===== src/rtl/rs232_recv_frame.sv =====
// Parametrised UART receiver: N data bits, optional parity, 1/2 stop bits, valid/ready output.
// Define RS232_RECV_MAJORITY_EN for 3-sample majority voting (decisions land one cycle later).
module rs232_recv_frame #(
  parameter int unsigned CLKS_PER_BIT = 10,
  parameter int unsigned DATA_BITS    = 8,
  parameter int unsigned PARITY       = 0,
  parameter int unsigned STOP_BITS    = 1
) (
  input  logic                 clk,
  input  logic                 resetn,
  input  logic                 rx,
  output logic [DATA_BITS-1:0] data_out,
  output logic                 data_valid,
  input  logic                 data_ready,
  output logic                 parity_err,
  output logic                 frame_err,
  output logic                 overrun
);

  localparam int unsigned CycW = $clog2(CLKS_PER_BIT) + 1;
  localparam int unsigned IdxW = $clog2(DATA_BITS);
`ifdef RS232_RECV_MAJORITY_EN
  localparam int unsigned MajDelay = 1;
`else
  localparam int unsigned MajDelay = 0;
`endif
  localparam logic [CycW-1:0] StartAt = CycW'(CLKS_PER_BIT / 2 + MajDelay);
  localparam logic [CycW-1:0] BitLast = CycW'(CLKS_PER_BIT);

  typedef enum logic [2:0] {StIdle, StStart, StData, StParity, StStop, StBreak} state_e;

  state_e               state;
  logic                 rx_meta, rxs;
  logic [CycW-1:0]      cyc;
  logic [IdxW-1:0]      bit_idx;
  logic                 stop_idx, stop_bad;
  logic                 par_acc, par_bad;
  logic [DATA_BITS-1:0] shreg;
  logic                 sample_bit, sample_now;

`ifdef RS232_RECV_MAJORITY_EN
  logic rx_d1, rx_d2;
  assign sample_bit = (rx_d1 & rx_d2) | (rx_d1 & rxs) | (rx_d2 & rxs);
`else
  assign sample_bit = rxs;
`endif

  // The start bit is sampled half a bit in; every later bit one full bit after the previous.
  assign sample_now = (state == StStart) ? (cyc == StartAt) : (cyc == BitLast);

  always_ff @(posedge clk or negedge resetn) begin
    if (!resetn) begin
      rx_meta    <= 1'b1;
      rxs        <= 1'b1;
`ifdef RS232_RECV_MAJORITY_EN
      rx_d1      <= 1'b1;
      rx_d2      <= 1'b1;
`endif
      state      <= StIdle;
      cyc        <= '0;
      bit_idx    <= '0;
      stop_idx   <= 1'b0;
      stop_bad   <= 1'b0;
      par_acc    <= 1'b0;
      par_bad    <= 1'b0;
      shreg      <= '0;
      data_out   <= '0;
      data_valid <= 1'b0;
      parity_err <= 1'b0;
      frame_err  <= 1'b0;
      overrun    <= 1'b0;
    end else begin
      rx_meta   <= rx;
      rxs       <= rx_meta;
`ifdef RS232_RECV_MAJORITY_EN
      rx_d1     <= rxs;
      rx_d2     <= rx_d1;
`endif
      frame_err <= 1'b0;
      if (data_valid && data_ready) data_valid <= 1'b0;

      case (state)
        StIdle: begin
          // The detect cycle itself counts as cyc 0.
          if (!rxs) begin
            cyc   <= CycW'(1);
            state <= StStart;
          end
        end
        StStart: begin
          if (sample_now) begin
            cyc <= CycW'(1);
            if (sample_bit) begin
              state <= StIdle;
            end else begin
              state   <= StData;
              bit_idx <= '0;
              par_acc <= 1'b0;
              par_bad <= 1'b0;
            end
          end else begin
            cyc <= cyc + CycW'(1);
          end
        end
        StData: begin
          if (sample_now) begin
            cyc     <= CycW'(1);
            shreg   <= {sample_bit, shreg[DATA_BITS-1:1]};
            par_acc <= par_acc ^ sample_bit;
            if (bit_idx == IdxW'(DATA_BITS - 1)) begin
              stop_idx <= 1'b0;
              stop_bad <= 1'b0;
              state    <= (PARITY != 0) ? StParity : StStop;
            end else begin
              bit_idx <= bit_idx + IdxW'(1);
            end
          end else begin
            cyc <= cyc + CycW'(1);
          end
        end
        StParity: begin
          if (sample_now) begin
            cyc     <= CycW'(1);
            par_bad <= (PARITY == 1) ? ~(par_acc ^ sample_bit) : (par_acc ^ sample_bit);
            state   <= StStop;
          end else begin
            cyc <= cyc + CycW'(1);
          end
        end
        StStop: begin
          if (sample_now) begin
            cyc <= CycW'(1);
            if (stop_idx == 1'(STOP_BITS - 1)) begin
              if (stop_bad || !sample_bit) begin
                frame_err <= 1'b1;
                state     <= StBreak;
              end else begin
                state <= StIdle;
                // A word still waiting and not being taken this cycle wins; the new one is lost.
                if (!data_valid || data_ready) begin
                  data_out   <= shreg;
                  parity_err <= par_bad;
                  data_valid <= 1'b1;
                end else begin
                  overrun <= 1'b1;
                end
              end
            end else begin
              stop_idx <= 1'b1;
              stop_bad <= !sample_bit;
            end
          end else begin
            cyc <= cyc + CycW'(1);
          end
        end
        StBreak: begin
          if (rxs) state <= StIdle;
        end
        default: state <= StIdle;
      endcase
    end
  end

endmodule


===== config.mk =====
export PLATFORM = sky130hd
export DESIGN_NAME = rs232_recv_frame
export DESIGN_NICKNAME = d
export VERILOG_FILES = /design/src/rtl/rs232_recv_frame.sv
export SDC_FILE = /design/constraint.sdc
export NUM_CORES = 1
export LEC_CHECK = 0
export CORE_MARGIN = 5
export CORE_UTILIZATION = 40
export DETAILED_ROUTE_END_ITERATION = 8
export PLACE_DENSITY_LB_ADDON = 0.12
export SLEW_MARGIN = 10
export SYNTH_ARGS = -nofsm -noshare
export SYNTH_HDL_FRONTEND = slang
export SYNTH_SLANG_ARGS = --single-unit
export TNS_END_PERCENT = 10

===== constraint.sdc =====
create_clock -name clk -period 2.15 [get_ports clk]
set_clock_uncertainty 0.15 [all_clocks]
set_input_delay 0.3225 -clock clk [delete_from_list [all_inputs] [get_ports clk]]
set_output_delay 0.3225 -clock clk [all_outputs]
set_load 0.03 [all_outputs]

==> summary.txt <==
Setup path
  • CP startpoint kind: flop
  • Req. time, crit path: ~2.2 ns
  • Reg2reg path depth: 6
  • CP startpoint: state[1]$_DFFE_PN0P_
  • Critical path class: flop to flop
  • FF-to-FF End: state[1]$_DFFE_PN0P_
  • Worst r2r src: state[1]$_DFFE_PN0P_
  • R2R setup slack: between 0.09 and 0.1 ns
  • Crit. End Element: flop
  • Crit Path Max Fanout: 8
  • CP arrival: between 2 and 2.5 ns

GRT
  • GRT Residual Overflow: 0
  • Global Route Usage Sum: ~12%
  • Largest net degree at the start of global routing: 37
  • Initial antenna violation count: 0
  • First-pass GRT wire length: 5.20 mm
  • Vias in the first global route: between 1,000 and 1,500

Power
  • Leakage: between 0.0009 and 0.001 uW
  • Clk pwr share: between 20% and 30%
  • Internal power consumption: 1250 uW
  • Sequential Power Share: ~44%
  • P per Cell Area: slightly above 900 nW/um2
  • Net Sw Frac: between 30% and 40%
  • P_sw: 570 uW
  • Max VDD drop: ~0.0004 V
  • Logic pwr share: 32.1%

Min path
  • Worst hold path type: flop to flop
  • HP Start: rx_meta$_DFF_PN1_
  • Hold path cells: 0
  • WHS Endpoint: rxs$_DFF_PN1_

Synthesis
  • Post-Syn Nets: around 140
  • Yosys warning count: 0
  • Mapped Cells: 128
  • Sequential area share after synthesis: ~55%
  • Distinct cells, synth: 42
  • Syn Area/Cell: roughly 13 um2
  • FF+latch count, synth: 36
  • Synth Cell Area: 1660 um2

STA
  • Worst slew margin: approximately half
  • Slew @ Worst Pin: just under 0.8 ns
  • Minimum clock period: just over 2 ns
  • Fin. max-slew vios: 0
  • Setup violations, final: 0
  • Fin. Hold Viols: 0
  • Final Cycle Share: between 90% and 100%
  • Max Freq: around 0.5 GHz
  • Final setup TNS: 0 ns
  • Unrepaired setup endpoints after global routing: false

CTS
  • H-tree levels: 2
  • Clk Tree Root Cell: clkbuf_8
  • TritonCTS clock tree: built
  • Clock sink count: 36
  • CTS max path bufs: 2
  • Clock slew at reported path FFs: ~0.07 ns
  • Latest clock arrival within the worst-skew pair: 0.28 ns
  • TritonCTS buffer count: 5

Finish
  • Total area of sequential cells: between 900 and 1000 um2
  • Area Growth Syn to Fin: 20.0%
  • Nets: 161
  • Area of the multi-input gates: between 700 and 800 um2
  • Layout cells sized above 1: roughly 29%
  • Fill cell count: ~350
  • Diode count: 0
  • Final Util: between 40% and 50%

Drt
  • Top Layer Used: met4
  • DRC: 0
  • Met1 WL: 1.36 mm
  • Met2 WL post-DR: ~1.4 mm
  • Drt total wl: 2.92 mm
  • Detailed-router iteration count before antenna repair: 4
  • Met3 routed WL: roughly 100 um
  • Routed wire per std cell: around 14 um
  • Routed vias/inst: a little over 5
  • DRT iter0 DRCs: 35
  • Vias: 1,049
  • Final ANT Viol Nets: 0

Die
  • Die height: approximately 74 um
  • Row count: 23
  • Core area: ~4000 um2
  • Starting Density: around two fifths
  • IO Pins: 16
  • Die ar.: ~5500 um2
  • Die Wd: 74.3 um

Run status
  • Status: completed

Place
  • RD Place Congestion: approximately 0.80
  • Port Buf Inserts: 15
  • Post-DP HPWL: 2.10 mm

Flow run
  • Max cap viols: 0
==> cells in the mapped netlist, drive strengths merged <==
| cell type | instances | area share [%] |
|---|---|---|
| o21bai | 1 | 0.45 |
| nand2b | 6 | 2.3 |
| dfrtp | 34 | 51 |
| nand4 | 1 | 0.38 |
| dfstp | 2 | 3.2 |
| xnor2 | 3 | 1.6 |
| and2 | 1 | 0.38 |
| a22o | 4 | 2.1 |
| xor2 | 1 | 0.98 |
| o21ai | 5 | 1.5 |
| o21ba | 1 | 0.60 |
| ha | 3 | 2.3 |
| a21o | 2 | 0.91 |
| nand3 | 2 | 0.60 |
| nor3 | 2 | 0.60 |
| nor3b | 2 | 1.2 |
| and4bb | 1 | 0.76 |
| clkbuf | 1 | 0.23 |
| nand3b | 3 | 1.4 |
| nor4bb | 1 | 0.60 |
| nand2 | 4 | 0.91 |
| a211oi | 2 | 0.91 |
| o41ai | 1 | 0.53 |
| nor2 | 3 | 1.1 |
| o21a | 1 | 0.45 |
| mux2i | 2 | 1.2 |
| nor2b | 4 | 1.5 |
| o31ai | 1 | 0.45 |
| inv | 2 | 0.45 |
| nand4b | 1 | 0.53 |
| mux2 | 20 | 14 |
| a21oi | 4 | 1.4 |
| buf | 5 | 2.0 |
| a21boi | 1 | 0.45 |
| a211o | 1 | 0.53 |
==> critical path: stages (launching register included) <==
cell	delay, ns
dfrtp_1	0.41
buf_4	0.18
nor2_4	0.17
xor2_2	0.29
a21oi_2	0.11
a211o_1	0.31
mux2_4	0.31
==> state kept, by name, summed over array words and instances (netlist names), 3 cells and up <==
register  count
data_out      8
shreg         8
cyc           5
state         3
bit_idx       3
==> what timing repair did <==
action	CTS	global route
setup buffers	0	0
resized for setup	0	1
hold endpoints to repair	2	0
hold buffers	1	0
endpoints found under the setup margin	0	2
==> through the flow <==
step	hold WS [ns]	cell area (um2)	cells	total power [uW]	setup WS, ns
after floorplan	-0.123	1660	128	1250	0.199
after global placement	0.196	1890	196	1380	0.155
final	0.205	1990	204	1820	0.0992
after global routing	0.216	1990	204	1950	0.00316
after detailed placement	0.197	1890	196	1390	0.0735
after CTS	0.206	1980	204	1830	0.0602
==> area by class of cell <==
cell class | instances | share of cell area (%)
Clock inverter | 1 | 0.252
Sequential cell | 36 | 45.5
Inverter | 2 | 0.378
Timing Repair Buffer | 25 | 11.2
Tap cell | 50 | 3.15
Clock buffer | 6 | 3.65
Multi-Input combinational cell | 84 | 35.9
==> cell usage in the layout, fill, tap and decap left out, drive strengths merged, types with 3 or more instances in the layout <==
master         count
a21oi              4
a22o               4
buf               10
clkbuf             6
clkdlybuf4s50     14
dfrtp             34
ha                 3
mux2              20
nand2              4
nand2b             6
nand3b             3
nor2               3
nor2b              4
o21ai              5
xnor2              3
==> worst max path at each step <==
stage | cells past startpoint | to | slack [ns]
2_1_floorplan | 6 | state[0]$_DFFE_PN0P_ | 0.20
3_3_place_gp | 6 | state[0]$_DFFE_PN0P_ | 0.16
3_5_place_dp | 5 | state[1]$_DFFE_PN0P_ | 0.07
4_1_cts | 5 | state[1]$_DFFE_PN0P_ | 0.06
5_1_grt | 6 | state[1]$_DFFE_PN0P_ | 0.003
6_report | 6 | state[1]$_DFFE_PN0P_ | 0.1
==> metal layers <==
metal | vias up | GRT usage (%)
li1 | 511 | -
met1 | 516 | 16.0
met2 | 18 | 20.1
met3 | 4 | 4.05
met4 | 0 | 4.15
met5 | - | 0
==> cell families after synthesis <==
family                     share of synthesized area (%)
AOI/OAI and AO/OA                                   10.4
xor gates and xnor gates                            2.57
adders and majority gates                           2.27
buffers and inverters                               2.72
DFF                                                 54.6
muxes                                               15.3
and+or+nand+nor                                     12.2
==> power by group through the flow <==
stage	sequential (uW)	clock [uW]	combinational (uW)
2_1_floorplan	807	0	443
3_3_place_gp	807	0	572
3_5_place_dp	811	0	577
4_1_cts	798	456	581
5_1_grt	809	490	651
6_report	802	437	586
Note: power is estimated with default switching activity, not from simulation.
